==> config.mk <==
export PLATFORM = sky130hd
export DESIGN_NAME = maze_player_ctrl
export DESIGN_NICKNAME = d
export VERILOG_FILES = /design/src/rtl/maze_pkg.sv /design/src/rtl/maze_btn_repeat.sv /design/src/rtl/maze_player_ctrl.sv
export SDC_FILE = /design/constraint.sdc
export NUM_CORES = 1
export LEC_CHECK = 0
export BUFFER_PORTS_ARGS = -buffer_cell sky130_fd_sc_hd__buf_2
export CORE_MARGIN = 2
export CORE_UTILIZATION = 51
export CTS_CLUSTER_SIZE = 28
export DETAILED_ROUTE_END_ITERATION = 8
export PLACE_DENSITY = 0.74
export SLEW_MARGIN = 40
export SYNTH_ARGS = -nofsm -noshare
export SYNTH_HDL_FRONTEND = slang
export SYNTH_SLANG_ARGS = --single-unit
==> constraint.sdc <==
create_clock -name clk -period 13.6 [get_ports clk]
set_clock_uncertainty 0.15 [all_clocks]
set_input_delay 1.36 -clock clk [delete_from_list [all_inputs] [get_ports clk]]
set_output_delay 1.36 -clock clk [all_outputs]
set_load 0.01 [all_outputs]
==> src/rtl/maze_pkg.sv <==
// Shared types and constants for the maze player controller.
// Cells are addressed as x + 16*y in the 256-bit maze bitmap.
package maze_pkg;

  localparam int GRID_W     = 16;
  localparam int GRID_H     = 16;
  localparam int CELL_COUNT = GRID_W * GRID_H;

  localparam logic CELL_PATH = 1'b1;
  localparam logic CELL_WALL = 1'b0;

  typedef enum logic [1:0] {WAIT_MAZE, PLAY, WON} state_e;
  typedef enum logic [1:0] {DIR_UP, DIR_DOWN, DIR_LEFT, DIR_RIGHT} dir_e;

  // Concatenation equals x + 16*y because the grid is exactly 16 wide.
  function automatic logic [7:0] cell_index(input logic [3:0] x, input logic [3:0] y);
    return {y, x};
  endfunction

endpackage

==> src/rtl/maze_btn_repeat.sv <==
// Turns four button levels into move-attempt pulses: one on a new direction,
// then one every REPEAT_CYCLES clocks while the same single button is held.
module maze_btn_repeat
  import maze_pkg::*;
#(
  parameter int REPEAT_CYCLES = 5000000
) (
  input  logic       clk,
  input  logic       reset,
  input  logic       enable,
  input  logic       btn_up,
  input  logic       btn_down,
  input  logic       btn_left,
  input  logic       btn_right,
  output logic       attempt,
  output logic [1:0] dir
);

  localparam int CNT_W = (REPEAT_CYCLES > 1) ? $clog2(REPEAT_CYCLES) : 1;
  localparam logic [CNT_W-1:0] CNT_LAST = CNT_W'(REPEAT_CYCLES - 1);

  logic             req_valid;
  dir_e             req_dir;
  logic             held_q, held_d;
  dir_e             last_dir_q, last_dir_d;
  logic [CNT_W-1:0] cnt_q, cnt_d;

  always_comb begin
    req_valid  = 1'b0;
    req_dir    = DIR_UP;
    attempt    = 1'b0;
    held_d     = held_q;
    last_dir_d = last_dir_q;
    cnt_d      = cnt_q;

    case ({btn_up, btn_down, btn_left, btn_right})
      4'b1000: begin req_valid = 1'b1; req_dir = DIR_UP;    end
      4'b0100: begin req_valid = 1'b1; req_dir = DIR_DOWN;  end
      4'b0010: begin req_valid = 1'b1; req_dir = DIR_LEFT;  end
      4'b0001: begin req_valid = 1'b1; req_dir = DIR_RIGHT; end
      default: req_valid = 1'b0;
    endcase

    // Disabled or ambiguous input forgets the held direction, so the next
    // valid press counts as a fresh one.
    if (!enable || !req_valid) begin
      held_d = 1'b0;
      cnt_d  = '0;
    end else if (!held_q || req_dir != last_dir_q) begin
      attempt    = 1'b1;
      held_d     = 1'b1;
      last_dir_d = req_dir;
      cnt_d      = '0;
    end else if (cnt_q == CNT_LAST) begin
      attempt = 1'b1;
      cnt_d   = '0;
    end else begin
      cnt_d = cnt_q + CNT_W'(1);
    end
  end

  assign dir = req_dir;

  always_ff @(posedge clk) begin
    if (reset) begin
      held_q     <= 1'b0;
      last_dir_q <= DIR_UP;
      cnt_q      <= '0;
    end else begin
      held_q     <= held_d;
      last_dir_q <= last_dir_d;
      cnt_q      <= cnt_d;
    end
  end

endmodule

==> src/rtl/maze_player_ctrl.sv <==
// Player controller: snapshots the carved maze, walks a token through path
// cells under button control, counts moves and detects arrival at the goal.
module maze_player_ctrl
  import maze_pkg::*;
#(
  parameter int START_X       = 1,
  parameter int START_Y       = 1,
  parameter int GOAL_X        = 14,
  parameter int GOAL_Y        = 14,
  parameter int REPEAT_CYCLES = 5000000
) (
  input  logic                  clk,
  input  logic                  reset,
  input  logic                  maze_finish,
  input  logic [CELL_COUNT-1:0] maze_data,
  input  logic                  btn_up,
  input  logic                  btn_down,
  input  logic                  btn_left,
  input  logic                  btn_right,
  output logic [3:0]            player_x,
  output logic [3:0]            player_y,
  output logic [9:0]            move_count,
  output logic                  bump,
  output logic                  active,
  output logic                  won
);

  localparam logic [3:0] START_X4 = 4'(START_X);
  localparam logic [3:0] START_Y4 = 4'(START_Y);
  localparam logic [3:0] GOAL_X4  = 4'(GOAL_X);
  localparam logic [3:0] GOAL_Y4  = 4'(GOAL_Y);
  localparam logic [3:0] MAX_X    = 4'(GRID_W - 1);
  localparam logic [3:0] MAX_Y    = 4'(GRID_H - 1);
  localparam logic [9:0] COUNT_MAX = '1;

  state_e                state_q, state_d;
  logic [CELL_COUNT-1:0] snapshot_q, snapshot_d;
  logic [3:0]            player_x_q, player_x_d;
  logic [3:0]            player_y_q, player_y_d;
  logic [9:0]            move_count_q, move_count_d;
  logic                  bump_q, bump_d;
  logic                  active_q, active_d;
  logic                  won_q, won_d;

  logic       attempt;
  logic [1:0] attempt_dir;
  logic [3:0] tgt_x, tgt_y;
  logic       in_bounds;
  logic       legal;

  maze_btn_repeat #(
    .REPEAT_CYCLES(REPEAT_CYCLES)
  ) u_btn_repeat (
    .clk      (clk),
    .reset    (reset),
    .enable   (state_q == PLAY),
    .btn_up   (btn_up),
    .btn_down (btn_down),
    .btn_left (btn_left),
    .btn_right(btn_right),
    .attempt  (attempt),
    .dir      (attempt_dir)
  );

  // Edge checks come before the subtraction/addition so that a wrapped
  // target coordinate is never considered legal.
  always_comb begin
    tgt_x     = player_x_q;
    tgt_y     = player_y_q;
    in_bounds = 1'b0;
    case (dir_e'(attempt_dir))
      DIR_UP:    begin in_bounds = (player_y_q != 4'd0);  tgt_y = player_y_q - 4'd1; end
      DIR_DOWN:  begin in_bounds = (player_y_q != MAX_Y); tgt_y = player_y_q + 4'd1; end
      DIR_LEFT:  begin in_bounds = (player_x_q != 4'd0);  tgt_x = player_x_q - 4'd1; end
      DIR_RIGHT: begin in_bounds = (player_x_q != MAX_X); tgt_x = player_x_q + 4'd1; end
      default:   in_bounds = 1'b0;
    endcase
    legal = in_bounds && (snapshot_q[cell_index(tgt_x, tgt_y)] == CELL_PATH);
  end

  always_comb begin
    state_d      = state_q;
    snapshot_d   = snapshot_q;
    player_x_d   = player_x_q;
    player_y_d   = player_y_q;
    move_count_d = move_count_q;
    bump_d       = 1'b0;
    active_d     = active_q;
    won_d        = won_q;

    case (state_q)
      WAIT_MAZE: begin
        player_x_d = START_X4;
        player_y_d = START_Y4;
        if (maze_finish) begin
          snapshot_d   = maze_data;
          move_count_d = '0;
          active_d     = 1'b1;
          state_d      = PLAY;
        end
      end
      PLAY: begin
        // Losing the maze wins over any simultaneous move attempt.
        if (!maze_finish) begin
          state_d    = WAIT_MAZE;
          active_d   = 1'b0;
          player_x_d = START_X4;
          player_y_d = START_Y4;
        end else if (attempt) begin
          if (legal) begin
            player_x_d = tgt_x;
            player_y_d = tgt_y;
            if (move_count_q != COUNT_MAX) begin
              move_count_d = move_count_q + 10'd1;
            end
            if (tgt_x == GOAL_X4 && tgt_y == GOAL_Y4) begin
              state_d  = WON;
              active_d = 1'b0;
              won_d    = 1'b1;
            end
          end else begin
            bump_d = 1'b1;
          end
        end
      end
      WON: begin
        if (!maze_finish) begin
          state_d    = WAIT_MAZE;
          won_d      = 1'b0;
          player_x_d = START_X4;
          player_y_d = START_Y4;
        end
      end
      default: begin
        state_d  = WAIT_MAZE;
        active_d = 1'b0;
        won_d    = 1'b0;
      end
    endcase
  end

  always_ff @(posedge clk) begin
    if (reset) begin
      state_q      <= WAIT_MAZE;
      snapshot_q   <= {CELL_COUNT{CELL_WALL}};
      player_x_q   <= START_X4;
      player_y_q   <= START_Y4;
      move_count_q <= '0;
      bump_q       <= 1'b0;
      active_q     <= 1'b0;
      won_q        <= 1'b0;
    end else begin
      state_q      <= state_d;
      snapshot_q   <= snapshot_d;
      player_x_q   <= player_x_d;
      player_y_q   <= player_y_d;
      move_count_q <= move_count_d;
      bump_q       <= bump_d;
      active_q     <= active_d;
      won_q        <= won_d;
    end
  end

  assign player_x   = player_x_q;
  assign player_y   = player_y_q;
  assign move_count = move_count_q;
  assign bump       = bump_q;
  assign active     = active_q;
  assign won        = won_q;

endmodule

After elaboration in Yosys (flattened, before gate mapping). Cells that the tools add are included.

Add/subtract/negate cells: 6. $lt $le $gt $ge: 1. Eq/ne operators: 26. Mux-type cells: 45. Bitwise gates (word level): 6. Reduce and logical (&&, ||, !) cells: 24.

Operator list (number): $mux 10 (5); $mux 4 (7); $pmux 4 s3 (2); $add 23x1->23 const B (1); $eq 23x23->1 const B (1); $pmux 10 s2 (1); $mux 1 (16); $pmux 4 s2 (2); $ne 2x2->1 const B (7); $eq 4x4->1 const B (3); $mux 2 (6); $pmux 2 s3 (2); $reduce_and 6->1 (2); $reduce_or 4->1 (3); $add 10x1->10 const B (1); $ne 10x10->1 const B (1); $reduce_and 5->1 (2); $lt 8x9->1 const B (1); $ne 3x3->1 const B (3); $add 4x1->4 const B (2); $bmux 1 s8 (1); $ne 4x4->1 const B (2); $reduce_bool 4->1 (2); $sub 4x1->4 const B (2); other kinds (18) (33).

Register bits: 305. Input port bits: 263. Output and inout port bits: 21.

Longest topological paths before layout. Gate-level depths: netlist of the first run.

Depth after elaboration: 11. Mapped depth: 20.

By module. A second synthesis of the first run with hierarchy kept.

Cells, all modules: 1849. Area, all modules: 14971.9 µm².

Modules (own cells, without submodules): maze_player_ctrl (instances 1, cells each 1703, area each 13710.6 µm², sequential area each 5585.4 µm²); maze_btn_repeat (instances 1, cells each 146, area each 1261.2 µm², sequential area each 520.5 µm²).

Least setup slack after synthesis of the first run. No wires, ideal clock.

Kind: input -> register. Start: in btn_left. End: reg player_y_q[3], in the netlist player_y[3]. Setup time: 0.123 ns. Data arrival time: 6.061 ns. Setup slack: 7.266 ns. Stages: 19. Path buffers: 5. Cells stage by stage: buf_2 or4b_1 clkbuf_1 inv_2 fa_1 clkbuf_1 or2_1 or3_1 clkbuf_1 nand2_1 buf_2 a221oi_1 a22oi_1 nor3_1 or4_1 or4_4 o31a_1 nor2_1 mux2_1.

Cells in the longest elaborated chain, start to end: 9. Elaborated cells between the ends (all ways): 30.

Ends and longest elaborated chain: start, declared (RTL line maze_player_ctrl.sv:18) `input logic btn_left,`; $eq 4x1->1 (tied with other cells) (RTL line maze_btn_repeat.sv:36) `case ({btn_up, btn_down, btn_left, btn_right})`; $pmux 2 s3 (RTL line maze_btn_repeat.sv:36); $eq 2x2->1 (tied with other cells) (RTL line maze_player_ctrl.sv:71) `case (dir_e'(attempt_dir))`; $pmux 4 s2 (RTL line maze_player_ctrl.sv:71); $bmux 1 s8 (RTL line maze_player_ctrl.sv:78) `legal = in_bounds && (snapshot_q[cell_index(tgt_x, tgt_y)] == CELL_PATH);`; $mux 1 (implied by the code) (RTL line maze_player_ctrl.sv:78); $logic_and 1x1->1 (RTL line maze_player_ctrl.sv:78); $ne 3x3->1 (no line); $reduce_and 4->1 (no line); end signal, assigned (RTL line maze_player_ctrl.sv:156) `player_y_q <= player_y_d;`; end, declared (RTL line maze_player_ctrl.sv:39) `logic [3:0] player_y_q, player_y_d;`.

Several ways; a longest one is shown, not always the timed one. The select of a mux whose other input is x is not followed. A chain may end at the register's enable or synchronous reset.

Final worst setup path of the first run.
Start: in btn_left. End: reg move_count_q[7], in the netlist move_count[7].

Cells in the longest elaborated chain, start to end: 9. Elaborated cells between the ends (all ways): 26.

Ends and longest elaborated chain: $eq 4x1->1 (tied with other cells) (RTL line maze_btn_repeat.sv:36); $pmux 2 s3 (RTL line maze_btn_repeat.sv:36); $eq 2x2->1 (tied with other cells) (RTL line maze_player_ctrl.sv:71); $pmux 4 s2 (RTL line maze_player_ctrl.sv:71); $bmux 1 s8 (RTL line maze_player_ctrl.sv:78); $mux 1 (implied by the code) (RTL line maze_player_ctrl.sv:78); $logic_and 1x1->1 (RTL line maze_player_ctrl.sv:78); $ne 2x2->1 (no line); $reduce_and 6->1 (no line) (*); end signal, assigned (RTL line maze_player_ctrl.sv:157) `move_count_q <= move_count_d;`; end, declared (RTL line maze_player_ctrl.sv:40) `logic [9:0] move_count_q, move_count_d;`.

Every way passes the cells marked *; elsewhere a longest branch is shown, timed or not. The select of a mux whose other input is x is not followed.

==> results_dict.tcl, run 1 <==
set metrics [dict create \
    seq_area_frac_synth_pct 40.88 \
    ff_latch_area_um2 6107 \
    ioPinCount 284 \
    dieArea_um2 30670 \
    gp_congestion 0.9658 \
    multi_input_area_um2 8219 \
    worst_ir_drop_vdd_mv 0.06408 \
    met3_length_mm 4.519 \
    cpMostUsedCell "or4_1" \
    final.period_utilization_pct 50.29 \
    rsz0062_at_grt "false" \
    syn_area_per_cell_um2 7.513 \
    io_buffers 283 \
    die_w_um 175.1 \
    route.detailed.drc 0 \
    fin_util_pct 61.58 \
    vias 15570 \
    dr.max_layer_used "met4" \
    worst_hold_path_type "reg2reg" \
    cts_num_sinks 305 \
    ant_nets 0 \
    final_max_slew_viol_count 0 \
    crit_slowest_cell "or4b_1" \
    ys_ff_latch 305 \
    drv_cap 0 \
    fmax_mhz 146.2 \
    antenna_found_initial 0 \
    first_pass_iters 8 \
    synth_cell_type_count 77 \
    nets 2446 \
    post_cts_resized 0 \
    clockBufferDepth 3 \
    leakage_nw 7.068 \
    gr-total-overflow 0 \
    worstPathMaxFanout 15 \
    cp.arrival_ps 7120 \
    tightest_slew_ps 874.8 \
    tns_ps 0 \
    worstPathCellList "buf_2, or4b_1, ha_1, xnor2_2, nand3_1, nand2_1, a221oi_1, a22oi_1, nor3_1, or4_1, nor4_2, a31oi_2, or4_1, a21oi_1" \
    fillers 2619 \
    die_height_um 175.1 \
    numCtsBuffers 34 \
    met2_length_mm 21.42 \
    yosysWarnings 0 \
    cts_tree "done" \
    synth_edf_count 0 \
    grt_max_degree 167 \
    critPathCaptureType "flip-flop" \
    max_stage_delay_ps 720 \
    cts_hold_buf 0 \
    syn_area_um2 14940 \
    postCtsSetupBuffers 0 \
    routed_via_density 6.026 \
    cts_max_level 2 \
    start_kind "input port" \
    period_minus_slack_ps 6840 \
    track_usage_pct 30.72 \
    clockRootBuffer "clkbuf_16" \
    clkTransAtPathRegs_ps 60 \
    status "finished, final reports clean" \
    start_util_pct 51.90 \
    critical_path_required_ps 13880 \
    wl_met1_mm 20.76 \
    dp_hpwl_mm 34.56 \
    async_reset_ff_share_pct 0 \
    power.density_nw_per_um2 123.7 \
    clkLatencyLatePin_ps 520 \
    syn_inst 1988 \
    synth_nets 2259 \
    core-area_um2 28780 \
    slew_headroom_pct 40.86 \
    setup_violations 0 \
    drtIter0Drc 2013 \
    hold_viol_final 0 \
    drive_gt1_share_pct 18.33 \
    grt_pass1_wl_mm 75.92 \
    drt-total-wl_mm 48.52 \
    synth_flop_cell "dfxtp_1" \
    diodes 0 \
    worstSetupPathType "in2reg" \
    routedWlPerCell_um 18.78 \
    grt_pass1_vias 14340 \
    area_growth_pct 18.66 \
    rows 62 \
]
[per-stage QoR]
step	area [um^2]	power (mW)	instances	hold slack, ps	setup slack (ps)
6_report	17720	2.192	2583	306.2	6760
5_1_grt	17720	2.264	2583	321.8	6487
4_1_cts	17670	2.191	2582	306.9	6818
3_5_place_dp	16500	1.239	2522	297.6	6291
2_1_floorplan	14940	1.135	1988	280.5	7266
3_3_place_gp	16430	1.230	2521	291.4	6121
[state kept, by name (all words and copies together), names as in the netlist]
| name | count |
|---|---|
| player_y | 4 |
| player_x | 4 |
| bump | 1 |
| active | 1 |
| u_btn_repeat.last_dir_q | 2 |
| snapshot_q | 256 |
| state_q | 2 |
| u_btn_repeat.held_q | 1 |
| u_btn_repeat.cnt_q | 23 |
| won | 1 |
| move_count | 10 |
[worst max-delay path, delay by kind of cell]
family,cells,cell delay [ps]
adders and majority gates,1,430
xor gates and xnor gates,1,670
AOI/OAI and AO/OA,4,820
buffers and inverters,1,160
and+or+nand+nor,7,3640
[final timing paths]
| path | startpoint | endpoint | slack, ps | cells after the start |
|---|---|---|---|---|
| setup / recovery | btn_left | move_count[7]$_SDFFE_PP0P_ | 6760 | 14 |
| setup reg to reg | player_x[0]$_SDFFE_PP1P_ | move_count[7]$_SDFFE_PP0P_ | 6860 | 14 |
| hold / removal | snapshot_q[150]$_SDFFE_PP0P_ | snapshot_q[150]$_SDFFE_PP0P_ | 310 | 2 |
| hold reg to reg | snapshot_q[150]$_SDFFE_PP0P_ | snapshot_q[150]$_SDFFE_PP0P_ | 310 | 2 |
[synthesized netlist by cell type (all sizes together) (20+ instances only)]
library cell / number / area, um^2
mux2i: 34 / 340.3
a211oi: 20 / 150.1
a22oi: 45 / 351.6
nand2b: 26 / 162.7
o22ai: 31 / 193.9
dfxtp: 305 / 6106
o21ai: 52 / 260.3
buf: 24 / 116.4
nand3: 42 / 215.2
inv: 21 / 78.82
nor2: 78 / 292.8
a21oi: 319 / 1597
clkbuf: 130 / 488.0
nand2: 594 / 2232
nor3: 21 / 105.1
[cells in the final DEF, fill, tap and decap left out, types with 8 or more instances in the layout]
| master | synthesis | layout |
|---|---|---|
| a22oi_1 | 44 | 44 |
| o31ai_1 | 10 | 10 |
| a21oi_1 | 319 | 319 |
| nand2b_1 | 26 | 26 |
| inv_1 | 20 | 20 |
| or3_1 | 11 | 11 |
| clkbuf_16 | 0 | 36 |
| nand4_1 | 18 | 18 |
| nand3_1 | 41 | 41 |
| o22ai_1 | 31 | 31 |
| a211oi_1 | 20 | 19 |
| xnor2_1 | 15 | 14 |
| mux2i_1 | 34 | 34 |
| o221ai_1 | 8 | 8 |
| nor3_1 | 21 | 20 |
| dfxtp_1 | 305 | 304 |
| buf_4 | 0 | 14 |
| nand2_1 | 593 | 590 |
| nor2_1 | 78 | 75 |
| and3_1 | 13 | 13 |
| a221oi_1 | 18 | 18 |
| mux4_2 | 14 | 14 |
| xor2_1 | 12 | 11 |
| buf_2 | 15 | 282 |
| o21ai_0 | 48 | 48 |
| a21boi_0 | 9 | 9 |
[routing by layer]
layer	vias to the layer above	global-route usage [%]
met5	-	0
met4	0	12.05
met3	141	3.764
met2	869	47.64
met1	7231	43.57
li1	7324	-
[power by group]
group,internal (mW),switching [mW],leakage (nW)
registers,0.937,0.0351,2.50
logic,0.0972,0.159,3.99
clock network,0.600,0.364,0.581
[area by class of cell]
type / instances / area share (%)
well taps: 384 / 2.711
clock inverters: 12 / 1.066
flip-flops and latches: 305 / 34.46
multi-input cells: 1508 / 46.37
repair buffers: 305 / 9.389
clock buffers: 48 / 5.556
inverters: 21 / 0.4448
[logic make-up (layout without fill, tap and decap cells)]
| family | count (synthesis) | in the layout | share of synthesized area, % |
|---|---|---|---|
| AOI/OAI and AO/OA | 584 | 584 | 23.86 |
| and+or+nand+nor | 836 | 836 | 23.53 |
| xor gates and xnor gates | 28 | 28 | 1.692 |
| muxes | 52 | 52 | 4.691 |
| DFF | 305 | 305 | 40.88 |
| buffers and inverters | 175 | 386 | 4.574 |
| adders and majority gates | 8 | 8 | 0.7707 |
No activity file was read; power rests on OpenSTA's default activity.
==> run 2: changes to the inputs <==
- clock period: 13.6 -> 6.3 ns (I/O delays scaled with it)
==> results_dict.tcl, run 2 (synthesis gave the netlist of run 1 again) <==
set metrics [dict create \
    gr-total-overflow 0 \
    p_sw_share_pct 25.52 \
    area_growth_pct 19.92 \
    rsz0062_at_grt "false" \
    tns_ps 0 \
    clockBufferDepth 3 \
    fillers 2576 \
    period_minus_slack_ps 5604 \
    drv_cap 0 \
    ioPinCount 284 \
    start_util_pct 51.90 \
    die_height_um 175.1 \
    start_kind "input port" \
    nets 2465 \
    setup_violations 0 \
    intPower_mw 3.611 \
    gp_congestion 0.9390 \
    power.density_nw_per_um2 270.7 \
    tightest_slew_ps 816.9 \
    cts_tree "done" \
    io_buffers 283 \
    antenna_found_initial 0 \
    core-area_um2 28780 \
    switchingPower_mw 1.237 \
    drt-total-wl_mm 49.47 \
    p_comb_share_pct 11.6 \
    dieArea_um2 30670 \
    fmax_mhz 178.4 \
    dp_hpwl_mm 34.94 \
    final_max_slew_viol_count 0 \
    postCtsSetupBuffers 0 \
    post_cts_resized 0 \
    largest_register_ffs 256 \
    worst_ir_drop_vdd_mv 0.1539 \
    ant_nets 0 \
    slew_headroom_pct 45.54 \
    clockRootBuffer "clkbuf_16" \
    leakage_nw 7.177 \
    worst_hold_path_type "in2reg" \
    cts_hold_buf 0 \
    track_usage_pct 30.92 \
    clkLatencyLatePin_ps 510 \
    critical_path_required_ps 6550 \
    final_cell_mix "591 x nand2_1, 319 x a21oi_1, 304 x dfxtp_1" \
    die_w_um 175.1 \
    vias 15540 \
    diodes 0 \
    sequentialPowerShare_pct 43.2 \
    route.detailed.drc 0 \
    cts_num_sinks 305 \
    grt_pass1_vias 14280 \
    worstSetupPathType "in2reg" \
    critPathCaptureType "flip-flop" \
    routedWlPerCell_um 19.02 \
    top_register "snapshot_q" \
    final_common_cell "nand2_1" \
    first_pass_iters 6 \
    dp_slack_ps 225.2 \
    drtIter0Drc 1835 \
    routed_via_density 5.976 \
    fin_ws_ps 696.0 \
    clkPwrFrac_pct 45.2 \
    clkTransAtPathRegs_ps 60 \
    grt_max_degree 145 \
    power.total_mw 4.848 \
    grt_pass1_wl_mm 75.82 \
    hold_viol_final 0 \
    status "finished, final reports clean" \
    rows 62 \
    cp.arrival_ps 5850 \
    final.period_utilization_pct 88.95 \
    numCtsBuffers 35 \
    reg2reg_slack_ps 1170 \
    cts_max_level 2 \
    worstPathMaxFanout 18 \
    drive_gt1_share_pct 19.22 \
]
run 2: final cells by class:
class                   count  area (um^2)  share of cell area (%)
well taps                 384        480.5                   2.683
clock buffers              47         1054                   5.882
flip-flops and latches    305         6107                   34.10
repair buffers            323         1749                   9.766
multi-input cells        1508         8242                   46.01
clock inverters            13        200.2                   1.118
inverters                  21        78.83                  0.4401
run 2: metal layers:
layer | wire, um | GRT usage [%] | vias to the layer above
met5 | 0 | 0 | -
met4 | 1974 | 12.85 | 0
met3 | 4154 | 4.439 | 132
met2 | 21760 | 47.57 | 775
met1 | 21580 | 43.48 | 7257
li1 | - | - | 7380
run 2: through the flow:
| step | instances | utilization, % | hold slack, ps | instance area (um^2) |
|---|---|---|---|---|
| 2_1_floorplan | 1988 | - | 280.5 | 14940 |
| 3_3_place_gp | 2541 | 57.66 | 290.4 | 16590 |
| 3_5_place_dp | 2541 | 57.77 | 296.5 | 16630 |
| 4_1_cts | 2601 | 62.13 | 194.0 | 17880 |
| 5_1_grt | 2601 | 62.23 | 207.0 | 17910 |
| 6_report | 2601 | 62.23 | 201.6 | 17910 |
run 2: power groups by stage:
stage	Combinational (mW)	Clock [mW]	Sequential (mW)
global placement	0.535	0	2.13
finish	0.563	2.19	2.09
floorplan	0.346	0	2.10
detailed placement	0.549	0	2.13
global route	0.614	2.28	2.10
CTS	0.552	2.20	2.09
run 2: worst paths after layout:
| check | from | endpoint | cells after the start |
|---|---|---|---|
| worst max-delay path | btn_left | player_y[3]$_SDFFE_PP0P_ | 16 |
| worst min-delay path | maze_data[19] | snapshot_q[19]$_SDFFE_PP0P_ | 3 |
| worst max register to register | player_x[0]$_SDFFE_PP1P_ | player_y[3]$_SDFFE_PP0P_ | 15 |
| worst min register to register | snapshot_q[207]$_SDFFE_PP0P_ | snapshot_q[207]$_SDFFE_PP0P_ | 2 |
run 2: worst max-delay path: stages:
cell and delay (ps):
buf_2 160, or4b_1 720, inv_2 160, fa_1 500, or2_1 310, or3_1 450, nand2_1 130, buf_4 260
a221oi_1 130, a22oi_1 260, nor3_1 70, or4_1 560, or4_4 520, o31a_1 330, nor2_1 290, mux2_1 350
